<file path="src/rtl/bin_frac_div.sv">
// Sequential restoring divider for unsigned N-bit binary fractions.
// Start/done handshake; one quotient bit per clock, MSB first.
module bin_frac_div #(
  parameter int N = 7
) (
  input  logic         clk,
  input  logic         rst,
  input  logic         start,
  input  logic [N-1:0] a,
  input  logic [N-1:0] b,
  output logic         busy,
  output logic         done,
  output logic [N-1:0] quotient,
  output logic [N-1:0] remainder,
  output logic         ovf,
  output logic         dz
);

  localparam int CW = $clog2(N + 1);

  typedef enum logic {IDLE, CALC} state_t;

  state_t         state, state_nxt;
  logic [N-1:0]   part_rem, part_rem_nxt;
  logic [N-1:0]   div_q, div_nxt;
  logic [N-1:0]   quo_nxt, rem_nxt;
  logic [CW-1:0]  cnt, cnt_nxt;
  logic           done_nxt, ovf_nxt, dz_nxt;
  logic [N:0]     dbl;
  logic           fits;
  logic [N-1:0]   step_rem;

  // Partial remainder stays below the divisor, so N bits hold it; only the
  // doubled value needs the extra bit.
  assign dbl      = {part_rem, 1'b0};
  assign fits     = (dbl >= {1'b0, div_q});
  assign step_rem = fits ? (dbl[N-1:0] - div_q) : dbl[N-1:0];
  assign busy     = (state == CALC);

  always_ff @(posedge clk or posedge rst) begin
    if (rst) begin
      state     <= IDLE;
      part_rem  <= '0;
      div_q     <= '0;
      cnt       <= '0;
      quotient  <= '0;
      remainder <= '0;
      done      <= 1'b0;
      ovf       <= 1'b0;
      dz        <= 1'b0;
    end else begin
      state     <= state_nxt;
      part_rem  <= part_rem_nxt;
      div_q     <= div_nxt;
      cnt       <= cnt_nxt;
      quotient  <= quo_nxt;
      remainder <= rem_nxt;
      done      <= done_nxt;
      ovf       <= ovf_nxt;
      dz        <= dz_nxt;
    end
  end

  always_comb begin
    state_nxt    = state;
    part_rem_nxt = part_rem;
    div_nxt      = div_q;
    cnt_nxt      = cnt;
    quo_nxt      = quotient;
    rem_nxt      = remainder;
    done_nxt     = 1'b0;
    ovf_nxt      = ovf;
    dz_nxt       = dz;
    unique case (state)
      IDLE: begin
        if (start) begin
          div_nxt = b;
          if (b == '0) begin
            dz_nxt   = 1'b1;
            ovf_nxt  = 1'b0;
            quo_nxt  = '1;
            rem_nxt  = '0;
            done_nxt = 1'b1;
          end else if (a >= b) begin
            dz_nxt   = 1'b0;
            ovf_nxt  = 1'b1;
            quo_nxt  = '1;
            rem_nxt  = '0;
            done_nxt = 1'b1;
          end else begin
            dz_nxt       = 1'b0;
            ovf_nxt      = 1'b0;
            part_rem_nxt = a;
            quo_nxt      = '0;
            rem_nxt      = '0;
            cnt_nxt      = CW'(N);
            state_nxt    = CALC;
          end
        end
      end
      CALC: begin
        part_rem_nxt = step_rem;
        quo_nxt      = {quotient[N-2:0], fits};
        cnt_nxt      = cnt - 1'b1;
        if (cnt == CW'(1)) begin
          rem_nxt   = step_rem;
          done_nxt  = 1'b1;
          state_nxt = IDLE;
        end
      end
      default: state_nxt = IDLE;
    endcase
  end

endmodule
</file>
<file path="config.mk">
export PLATFORM = sky130hd
export DESIGN_NAME = bin_frac_div
export DESIGN_NICKNAME = d
export VERILOG_FILES = /design/src/rtl/bin_frac_div.sv
export SDC_FILE = /design/constraint.sdc
export NUM_CORES = 1
export LEC_CHECK = 0
export CAP_MARGIN = 15
export CORE_UTILIZATION = 40
export CTS_CLUSTER_DIAMETER = 120
export DETAILED_ROUTE_END_ITERATION = 10
export PLACE_DENSITY = 0.64
export SLEW_MARGIN = 20
export SYNTH_ARGS = -nofsm -noshare
export SYNTH_HDL_FRONTEND = slang
export SYNTH_SLANG_ARGS = --single-unit
</file>
<file path="constraint.sdc">
create_clock -name clk -period 3 [get_ports clk]
set_clock_uncertainty 0.2 [all_clocks]
set_input_delay 0.45 -clock clk [delete_from_list [all_inputs] [get_ports clk]]
set_output_delay 0.45 -clock clk [all_outputs]
set_load 0.005 [all_outputs]
</file>
==> parameters.txt, run 1 <==
Parameter                              Value

Status
  Status ... finished, final reports clean

Power and ir drop
  Internal power of the cells ... between 1.5 and 2 mW
  Proportion of power drawn by the clock network ... between 10% and 20%
  Power share of the combinational group ... between 50% and 60%
  Sw frac ... between 40% and 50%
  Sw Pwr ... about 1.3 mW
  Leakage ... between 1 and 1.5 nW
  Power consumption ... approximately 3.0 mW
  Sequential power share ... a little under 30%
  Power density of the placed cells ... between 1000 and 1500 mW/mm^2
  Worst voltage drop across the vdd grid ... roughly 480 uV

Worst setup path
  Required time at the endpoint of the critical path ... 2940 ps
  Maximum net fanout on the critical path ... 8
  Start of the worst register-to-register path ... part_rem[0]$_DFFE_PP0P_
  Capturing element type of the critical path ... flip-flop
  Reg2Reg Setup Slack ... ~370 ps
  Worst Setup Path Type ... flip-flop to flip-flop
  Critical register-to-register path endpoint ... part_rem[4]$_DFFE_PP0P_
  R2R cell count ... 8
  Crit path launch type ... flip-flop
  Arrival time worst endpoint ... about 2600 ps

Yosys
  Synth Net Count ... 269
  Biggest area consumer among synthesized cells ... dfrtp_1
  Count of flip-flops with a built-in enable after synthesis ... 0
  Gate count after technology mapping ... between 200 and 250
  Netlist cell types ... 46
  Share of the yosys chip area belonging to registers ... 41.0%
  Cells taking the most area after synthesis ... dfrtp_1 (41%), ha_1 (9.4%), o21ai_0 (5.2%)
  Avg Inst Size Synth ... a little over 9 um^2
  Count of state elements after synthesis ... 35
  Synthesis warning total ... 0
  Area share of the largest cell type after synthesis ... 41.0%
  Top FF cell, synth ... dfrtp_1
  Synth async-reset ratio ... 100%
  Post-synthesis instance area ... ~0.0021 mm^2

Die
  Die height ... about 75 um
  X dimension of the die ... 75.1 um
  Core box area ... ~0.0051 mm^2
  Die area ... ~0.0056 mm^2
  Starting density of the core ... a little over two fifths
  Cell Rows ... 26
  Ports placed on the boundary ... 35

Finish
  Ratio of cells with drive above 1 in the final layout ... roughly 7%
  Post-route standard cell area excluding fillers ... about 0.0026 mm^2
  Layout-stage area growth over the synthesis result ... 23.7%
  Final-stage net count ... roughly 300
  Inserted Diodes ... 0

Detailed routing
  Count of antenna-violating nets left after detailed routing ... 0
  Number of vias per cell after detailed routing ... between 5 and 6
  Total via count after detailed routing ... between 1.5k and 2k
  DRC violations left ... 0
  DRC marker count from the first detailed-route iteration ... 93
  Post-detailed-routing wire length ... 5110 um
  Routed WL per cell ... ~15 um
  Initial DRT Pass Iterations ... 4

Worst hold path
  Depth of the worst hold-timing path ... 2
  Worst hold path startpoint ... remainder[1]$_DFFE_PP0P_
  Hold endpoint ... remainder[1]$_DFFE_PP0P_
  Hold Crit Class ... flip-flop to flip-flop

CTS
  Sink count of the clock tree ... 35
  H-Tree Level Count ... 2
  Later-pin clock latency in the skew report ... roughly 290 ps
  Number of buffers added for setup after CTS ... 0
  TritonCTS clock tree ... done
  Cts bufs inserted ... 5
  Post-CTS Hold Fix Bufs ... 0
  Buffers from clock root to sink, at most ... 2
  Clock input transition at the sequential cells of the worst setup and hold paths ... around 70 ps
  Root buffer cell ... clkbuf_8
  Post-cts gate resize count ... 0

Placement
  Placed cell areas ... between 0.002 and 0.003 mm^2
  HPWL reported at the end of detailed placement ... approximately 3800 um
  Routability Congestion ... approximately 0.84
  Number of buffer cells added on primary ports ... 34

STA
  Number of setup violations in the final report ... 0
  Part of the cycle the worst path needs ... between 80 and 90%
  Shortest clock period the worst path allows after layout ... around 2600 ps
  Slew at the pin closest to its max-slew limit ... a little under 900 ps
  Final slew viol count ... 0
  Total negative setup slack ... 0 ps
  Final hold vios ... 0
  RSZ-0062 raised after global routing ... false
  Worst relative slew slack ... approximately two fifths
  Peak Freq ... 381 MHz

Global routing
  Antenna violations before repair ... 0
  All-Layer GR Usage ... between 20% and 30%
  Global Route met2 Usage ... around 32%
  Via count of the first global-routing pass ... 1733
  Maximum number of pins on one net before global-route repair ... 36
  GRT met1 Usage ... 29.1%
  Wire length of the first global-routing pass ... between 8000 and 9000 um
  Total global routing overflow ... 0
  Global routing's busiest layer ... met2
  Met3 Use GR ... 3.75%

Flow run
  Max-cap viol count ... 0
[worst max-delay path, stage by stage, from the launching register on]
cell,delay (ps)
dfrtp_1,380
inv_1,80
fa_1,470
nor2b_1,150
o21ai_0,210
a41o_1,280
buf_4,210
mux2i_1,340
a22oi_1,140
[per-layer routing]
metal | wire [um] | up-vias
met5 | 0 | -
li1 | - | 909
met1 | 2510 | 863
met3 | 163 | 5
met2 | 2370 | 39
met4 | 59 | 0
[power by group through the flow]
| stage | clock (mW) | sequential [mW] | combinational (mW) |
|---|---|---|---|
| 5_1_grt | 0.369 | 0.908 | 1.95 |
| 6_report | 0.336 | 0.878 | 1.74 |
| 4_1_cts | 0.345 | 0.879 | 1.76 |
| 3_5_place_dp | 0 | 0.887 | 1.75 |
| 2_1_floorplan | 0 | 0.832 | 1.24 |
| 3_3_place_gp | 0 | 0.882 | 1.73 |
[cell type report]
cell class	count	area [um^2]
clock buffer	5	68.8
clock inverter	2	13.8
fill	513	2470
inverter	23	86.3
multi-input combinational	164	1110
sequential	35	876
tap	70	87.6
timing repair buffer	41	393
[cell usage after synthesis, drive strengths merged (2+ instances only)]
cell,n
o31ai,11
nor2b,2
nand2b,3
a41o,3
xor2,2
xnor2,2
nand2,25
o21ai,22
nor3,2
a21oi,11
a211oi,2
buf,2
o31a,3
a41oi,5
mux2i,4
dfrtp,35
a22oi,5
nor2,18
nand3,7
ha,16
clkbuf,11
inv,22
[stage by stage]
step | hold WS (ps) | utilization (%) | instances | setup WS [ps]
3_5_place_dp | 285 | 50.1 | 333 | 248
4_1_cts | 302 | 51.7 | 340 | 333
3_3_place_gp | 264 | 50.1 | 333 | 262
2_1_floorplan | 250 | - | 235 | 725
6_report | 296 | 51.7 | 340 | 373
5_1_grt | 319 | 51.7 | 340 | 258
[cells by family (layout without fill, tap and decap cells)]
group	after synthesis	in the layout	share of synthesized area, %
AOI/OAI and AO/OA	74	74	24.0
xor gates and xnor gates	4	4	1.64
adders and majority gates	17	17	10.3
buffers and inverters	36	71	6.74
DFF	35	35	41.0
muxes	5	5	2.58
and+or+nand+nor	64	64	13.7
[worst max-delay path by stage]
| stage | from | to | depth (start not counted) |
|---|---|---|---|
| floorplan | part_rem[4]$_DFFE_PP0P_ | part_rem[1]$_DFFE_PP0P_ | 7 |
| global placement | b[5] | part_rem[6]$_DFFE_PP0P_ | 8 |
| detailed placement | b[5] | part_rem[6]$_DFFE_PP0P_ | 8 |
| CTS | part_rem[0]$_DFFE_PP0P_ | part_rem[2]$_DFFE_PP0P_ | 8 |
| global route | part_rem[0]$_DFFE_PP0P_ | part_rem[2]$_DFFE_PP0P_ | 8 |
| finish | part_rem[0]$_DFFE_PP0P_ | part_rem[4]$_DFFE_PP0P_ | 8 |
[registers in the layout (all words and copies together) (netlist names)]
register	count
ovf	1
cnt	3
remainder	7
done	1
dz	1
div_q	7
part_rem	7
quotient	7
busy	1
[cells in the final DEF (no fill, tap or decap), types with 4 or more instances in the layout]
master and count:
ha_1 16, o31ai_1 11, o21ai_0 22, dfrtp_1 35
clkdlybuf4s50_1 34, a41oi_1 5, mux2i_1 4, clkbuf_8 5
nand2_1 25, a22oi_1 4, nand3_1 7, nor2_1 18
inv_1 22, a21oi_1 11, buf_4 7
No activity file was read; power rests on OpenSTA's default activity.
==> run 2, diff against run 1 <==
CORE_ASPECT_RATIO = 1.2   (was unset)
TNS_END_PERCENT = 30   (was unset)
==> run 2 against run 1 <==
Against the previous run:
- final cell count down 2.6%
- first-iteration DRC count rose by 5.4%
- critical path depth is 1 lower
- sequential share of layout area is 0.13 points higher
- via count rose by 0.77%
- design area is 0.38% lower
- global-route usage increased by 0.25 points
- count of clock-buffer cells in the layout up 1
- power shrank 0.16%
- sequential power is 2% lower
- combinational power about the same
- critical endpoint is now part_rem[3]$_DFFE_PP0P_
==> parameters.txt, run 2 (same netlist as run 1, synthesis figures left out) <==
Parameter                              Value

CTS
  Buffers from clock root to sink, at most ... 2 (unchanged)
  Later-pin clock latency in the skew report ... 290 ps (about the same)
  Number of buffers added for setup after CTS ... 0 (unchanged)
  H-Tree Level Count ... 2 (unchanged)
  Sink count of the clock tree ... 35 (unchanged)
  Post-CTS Hold Fix Bufs ... 0 (unchanged)
  Post-cts gate resize count ... 0 (unchanged)
  Clock input transition at the sequential cells of the worst setup and hold paths ... 70 ps (about the same)
  TritonCTS clock tree ... done
  Root buffer cell ... clkbuf_8
  Cts bufs inserted ... 5 (unchanged)

STA
  Fin Hold WS ... 280 ps (-15.9 ps)
  Number of setup violations in the final report ... 0 (unchanged)
  Worst relative slew slack ... 67.1% (+26 points)
  Worst setup slack after layout ... 252 ps (-120 ps)
  Peak Freq ... 364 MHz (-4.4%)
  Total negative setup slack ... 0 ps (unchanged)
  RSZ-0062 raised after global routing ... false
  Final slew viol count ... 0 (unchanged)
  Shortest clock period the worst path allows after layout ... 2750 ps (+120 ps)
  Part of the cycle the worst path needs ... 91.6% (+4.0 points)
  Slew at the pin closest to its max-slew limit ... 493 ps (-395 ps)
  Final hold vios ... 0 (unchanged)

Finish
  Inserted Diodes ... 0 (unchanged)
  Fraction of the core area covered by cells at the end of the flow ... 52.1% (+0.44 points)
  Layout-stage area growth over the synthesis result ... 23.2%
  Most common library cell in the layout ignoring fill and taps ... dfrtp_1
  Post-route standard cell area excluding fillers ... 0.00263 mm^2 (-0.38%)
  Highest-count cells in the layout ignoring fill and taps ... dfrtp_1 (35), clkdlybuf4s50_1 (34), nand2_1 (25)
  Final-stage net count ... 304 (unchanged)
  Final standard cell count with taps included and fillers excluded ... 331 (-2.6%)
  Ratio of cells with drive above 1 in the final layout ... 7.01% (-0.026 points)

Worst hold path
  Hold Crit Class ... flip-flop to flip-flop
  Depth of the worst hold-timing path ... 2 (unchanged)

Die
  Die area ... 0.00563 mm^2 (about the same)
  Die height ... 82.0 um (+9.3%)
  Starting density of the core ... 42.3% (+0.52 points)
  X dimension of the die ... 68.7 um (-8.5%)
  Ports placed on the boundary ... 35 (unchanged)
  Core box area ... 0.00504 mm^2 (-1.2%)
  Cell Rows ... 28 (+7.7%)

Status
  Status ... finished, final reports clean

Flow run
  Max-cap viol count ... 0 (unchanged)

Detailed routing
  DRC marker count from the first detailed-route iteration ... 98 (+5.4%)
  Initial DRT Pass Iterations ... 4 (unchanged)
  Total via count after detailed routing ... 1830 (+0.77%)
  Number of vias per cell after detailed routing ... 5.53 (+3.5%)
  Routed WL per cell ... 15.3 um (+1.6%)
  DRC violations left ... 0 (unchanged)
  Post-detailed-routing wire length ... 5050 um (-1.1%)
  Count of antenna-violating nets left after detailed routing ... 0 (unchanged)

Worst setup path
  Worst Setup Path Type ... flip-flop to flip-flop
  Worst path bufs/invs ... 1 (-1)
  Cell depth of the worst setup path ... 7 (-1)
  Arrival time worst endpoint ... 2700 ps (+130 ps)
  R2R cell count ... 7 (-1)
  Series of cell instances along the critical path ... inv_1 -> fa_1 -> nor2b_1 -> o21ai_0 -> a41o_1 -> mux2i_1 -> a22oi_1
  Top Family by Delay on Critical Path ... compound AO/OA/AOI/OAI gates
  Crit path launch type ... flip-flop
  Max incr delay on CP ... 520 ps (+50 ps)
  Capturing element type of the critical path ... flip-flop
  Required time at the endpoint of the critical path ... 2950 ps (about the same)
  Maximum net fanout on the critical path ... 10 (+2)
  Max stage delay cell, worst path ... a41o_1

Global routing
  Maximum number of pins on one net before global-route repair ... 36 (unchanged)
  Total global routing overflow ... 0 (unchanged)
  Via count of the first global-routing pass ... 1699 (-2.0%)
  All-Layer GR Usage ... 20.8% (+0.25 points)
  Antenna violations before repair ... 0 (unchanged)
  Wire length of the first global-routing pass ... 8380 um (-3.0%)

Power and ir drop
  Sw Pwr ... 1.25 mW (-0.17%)
  Sequential power share ... 29.1% (-0.6 points)
  Proportion of power drawn by the clock network ... 11.2% (-0.2 points)
  Sw frac ... 42.3% (about the same)
  Power density of the placed cells ... 1120 mW/mm^2 (+0.22%)
  Internal power of the cells ... 1.70 mW (-0.15%)
  Leakage ... 1.21 nW (-0.23%)
  Worst voltage drop across the vdd grid ... 442 uV (-7.8%)
  Power consumption ... 2.95 mW (-0.16%)
  Power share of the combinational group ... 59.7% (+0.8 points)

Placement
  Worst Setup Slack post-DPL ... 210 ps (-38.1 ps)
  Placed cell areas ... 0.00254 mm^2 (-0.49%)
  Number of buffer cells added on primary ports ... 34 (unchanged)
  Number of placed instances with taps included ... 323 (-3.0%)
  Routability Congestion ... 0.869 (+3.5%)
  HPWL reported at the end of detailed placement ... 3830 um (-0.13%)
-- run 2: power by group through the flow --
stage	Combinational, mW	Sequential, mW	Clock (mW)
detailed placement	1.77	0.864	0
finish	1.76	0.858	0.330
global placement	1.75	0.865	0
CTS	1.78	0.859	0.337
global route	1.97	0.886	0.369
floorplan	1.24	0.832	0
-- run 2: layout make-up --
class | instances | area, um^2
fillers | 494 | 2410
clock buffers | 6 | 72.6
flip-flops and latches | 35 | 876
clock inverters | 2 | 12.5
inverters | 23 | 86.3
multi-input cells | 164 | 1110
well taps | 60 | 75.1
repair buffers | 41 | 393
-- run 2: worst min-delay path, stage by stage, from the launching register on --
cell and delay, ps:
dfrtp_1 340, nand2_1 50, o21ai_0 60
-- run 2: path summary, 6_finish.rpt --
kind	endpoint	slack, ps	startpoint
max in group asynchronous	div_q[6]$_DFFE_PP0P_	1920	rst
max reg2reg	part_rem[3]$_DFFE_PP0P_	250	part_rem[0]$_DFFE_PP0P_
min	div_q[4]$_DFFE_PP0P_	280	div_q[4]$_DFFE_PP0P_
min in group asynchronous	remainder[3]$_DFFE_PP0P_	350	rst
max	part_rem[3]$_DFFE_PP0P_	250	part_rem[0]$_DFFE_PP0P_
min reg2reg	div_q[4]$_DFFE_PP0P_	280	div_q[4]$_DFFE_PP0P_
-- run 2: routing by layer --
metal  wire (um)  vias up  part of all wire (%)  track usage, %
met4          72        0                   1.4            6.88
li1            -      920                     -               -
met2        2430       53                    48            33.1
met3         220        6                   4.4            3.47
met5           0        -                     0               0
met1        2320      851                    46            28.4
==> run 3, diff against run 2 <==
GPL_TIMING_DRIVEN = 0   (was unset)
TNS_END_PERCENT = unset   (was 30)
==> run 3 against run 2 <==
Against the previous run:
- register-to-register slack improved by 270 ps
- via count is 1.3% higher
- worst hold slack better by 7.2 ps
- combinational power up 3%
- critical endpoint is now quotient[3]$_DFFE_PP0P_
- highest routed layer unchanged
==> parameters.txt, run 3 (same netlist as run 1, synthesis figures left out) <==
Parameter                              Value

Status
  Status ... finished, final reports clean

Worst setup path
  Critical register-to-register path endpoint ... part_rem[3]$_DFFE_PP0P_
  Maximum net fanout on the critical path ... 8 (-2)
  Required time at the endpoint of the critical path ... 2950 ps (about the same)
  Top Family by Delay on Critical Path ... compound AO/OA/AOI/OAI gates
  Crit path launch type ... primary input
  Start of the worst register-to-register path ... part_rem[0]$_DFFE_PP0P_
  Worst path bufs/invs ... 2 (+1)
  Worst Setup Path Type ... primary input to flip-flop
  Max stage delay cell, worst path ... a221o_1
  R2R cell count ... 8 (+1)
  Series of cell instances along the critical path ... clkdlybuf4s50_1 -> inv_1 -> ha_1 -> a21oi_1 -> nand2_1 -> a221o_1 -> nor3_2 -> o31ai_1
  Reg2Reg Setup Slack ... 520 ps (+270 ps)
  Max incr delay on CP ... 480 ps (-40 ps)
  Arrival time worst endpoint ... 2560 ps (-140 ps)
  Capturing element type of the critical path ... flip-flop

CTS
  Sink count of the clock tree ... 35 (unchanged)
  Number of buffers added for setup after CTS ... 0 (unchanged)
  Root buffer cell ... clkbuf_8
  Later-pin clock latency in the skew report ... 300 ps (about the same)
  Post-cts gate resize count ... 0 (unchanged)
  TritonCTS clock tree ... done
  Post-CTS Hold Fix Bufs ... 0 (unchanged)
  H-Tree Level Count ... 2 (unchanged)
  Buffers from clock root to sink, at most ... 2 (unchanged)
  Clock input transition at the sequential cells of the worst setup and hold paths ... 70 ps (about the same)
  Cts bufs inserted ... 5 (unchanged)

STA
  Shortest clock period the worst path allows after layout ... 2610 ps (-137 ps)
  Peak Freq ... 383 MHz (+5.2%)
  Number of setup violations in the final report ... 0 (unchanged)
  Part of the cycle the worst path needs ... 87.0% (-4.6 points)
  Final slew viol count ... 0 (unchanged)
  Final hold vios ... 0 (unchanged)
  Worst relative slew slack ... 50.6% (-17 points)
  Fin Hold WS ... 288 ps (+7.21 ps)
  RSZ-0062 raised after global routing ... false
  Worst setup slack after layout ... 389 ps (+137 ps)
  Slew at the pin closest to its max-slew limit ... 741 ps (+248 ps)

Global routing
  All-Layer GR Usage ... 22.3% (+1.5 points)
  Maximum number of pins on one net before global-route repair ... 36 (unchanged)
  Via count of the first global-routing pass ... 1867 (+9.9%)
  Total global routing overflow ... 0 (unchanged)
  Antenna violations before repair ... 0 (unchanged)
  Wire length of the first global-routing pass ... 9110 um (+8.7%)

Power and ir drop
  Leakage ... 1.21 nW (+0.33%)
  Sw Pwr ... 1.31 mW (+4.9%)
  Internal power of the cells ... 1.81 mW (+6.2%)
  Sw frac ... 42.0% (-0.30 points)
  Worst voltage drop across the vdd grid ... 519 uV (+17%)
  Power share of the combinational group ... 58.1% (-1.6 points)
  Power density of the placed cells ... 1170 mW/mm^2 (+4.4%)
  Proportion of power drawn by the clock network ... 14.5% (+3.3 points)
  Sequential power share ... 27.4% (-1.7 points)

Detailed routing
  Total via count after detailed routing ... 1853 (+1.3%)
  DRC marker count from the first detailed-route iteration ... 90 (-8.2%)
  DRC violations left ... 0 (unchanged)
  Initial DRT Pass Iterations ... 4 (unchanged)
  Post-detailed-routing wire length ... 5320 um (+5.4%)
  Count of antenna-violating nets left after detailed routing ... 0 (unchanged)
  Routed WL per cell ... 15.8 um (+3.8%)
  Number of vias per cell after detailed routing ... 5.51 (-0.25%)

Worst hold path
  Worst hold path startpoint ... div_q[2]$_DFFE_PP0P_
  Hold endpoint ... div_q[2]$_DFFE_PP0P_
  Depth of the worst hold-timing path ... 2 (unchanged)
  Hold Crit Class ... flip-flop to flip-flop

Finish
  Most common library cell in the layout ignoring fill and taps ... dfrtp_1
  Inserted Diodes ... 0 (unchanged)
  Layout-stage area growth over the synthesis result ... 24.7%
  Ratio of cells with drive above 1 in the final layout ... 6.16% (-0.85 points)
  Fraction of the core area covered by cells at the end of the flow ... 52.8% (+0.62 points)
  Highest-count cells in the layout ignoring fill and taps ... dfrtp_1 (35), clkdlybuf4s50_1 (33), nand2_1 (25)
  Final-stage net count ... 309 (+1.6%)

Placement
  Worst Setup Slack post-DPL ... -177 ps (-386 ps)
  Routability Congestion ... 0.859 (-1.1%)
  Number of buffer cells added on primary ports ... 33 (-2.9%)
  HPWL reported at the end of detailed placement ... 4120 um (+7.5%)

Die
  Die height ... 82.0 um (unchanged)
  Starting density of the core ... 42.3% (unchanged)
  Cell Rows ... 28 (unchanged)
  Ports placed on the boundary ... 35 (unchanged)
  Core box area ... 0.00504 mm^2 (unchanged)
  Die area ... 0.00563 mm^2 (unchanged)
  X dimension of the die ... 68.7 um (unchanged)

Flow run
  Max-cap viol count ... 0 (unchanged)
## run 3: cell types whose count changed in the layout (fill, tap and decap cells not counted), sizes merged
| cell | delta |
|---|---|
| clkbuf | +10 |
| clkinvlp | -1 |
| bufinv | +1 |
| inv | +1 |
| buf | -5 |
| clkdlybuf4s50 | -1 |
## run 3: metrics by stage
| step | total power [mW] | setup TNS [ps] | cell area, um^2 | cells |
|---|---|---|---|---|
| 6_report | 3.12 | 0 | 2660 | 336 |
| 5_1_grt | 3.40 | 0 | 2660 | 336 |
| 4_1_cts | 3.13 | 0 | 2660 | 336 |
| 3_5_place_dp | 2.68 | -946 | 2540 | 328 |
| 3_3_place_gp | 2.64 | -1160 | 2540 | 328 |
| 2_1_floorplan | 2.07 | 0 | 2130 | 235 |
## run 3: tightest hold or removal path, stage by stage (launching register included)
cell and delay (ps):
dfrtp_1 350, nand2_1 50, o21ai_0 60
## run 3: final cells by class
type                            instances  area [um^2]
Multi-Input combinational cell        164         1120
Fill cell                             506         2380
Inverter                               23         86.3
Buffer                                 13         57.6
Clock inverter                          3         47.5
Tap cell                               60         75.1
Clock buffer                            5         68.8
Timing Repair Buffer                   33          330
Sequential cell                        35          876
## run 3: power groups by stage
stage / sequential, mW / combinational, mW / clock, mW
global placement: 0.860 / 1.78 / 0
finish: 0.853 / 1.81 / 0.451
global route: 0.884 / 2.04 / 0.474
CTS: 0.857 / 1.82 / 0.451
detailed placement: 0.863 / 1.82 / 0
floorplan: 0.832 / 1.24 / 0
## run 3: how the worst max path moves through the flow
stage                                        from                 endpoint  slack (ps)  depth (start not counted)
after global routing                         b[2]  part_rem[0]$_DFFE_PP0P_         260                          9
after detailed placement                     b[5]  quotient[2]$_DFFE_PP0P_        -180                          8
after CTS                                    b[5]  quotient[6]$_DFFE_PP0P_         130                          8
final                                        b[5]  quotient[3]$_DFFE_PP0P_         390                          8
after global placement                       b[5]  quotient[6]$_DFFE_PP0P_        -220                          8
after floorplan           part_rem[4]$_DFFE_PP0P_  part_rem[1]$_DFFE_PP0P_         730                          7
## run 3: metal layers
metal  share of wire (%)  global-route usage [%]  wire length [um]
met5                   0                       0                 0
met1                  46                    29.7              2470
met3                 3.4                    4.03               182
met2                  49                    36.9              2610
met4                 1.2                    5.63                65
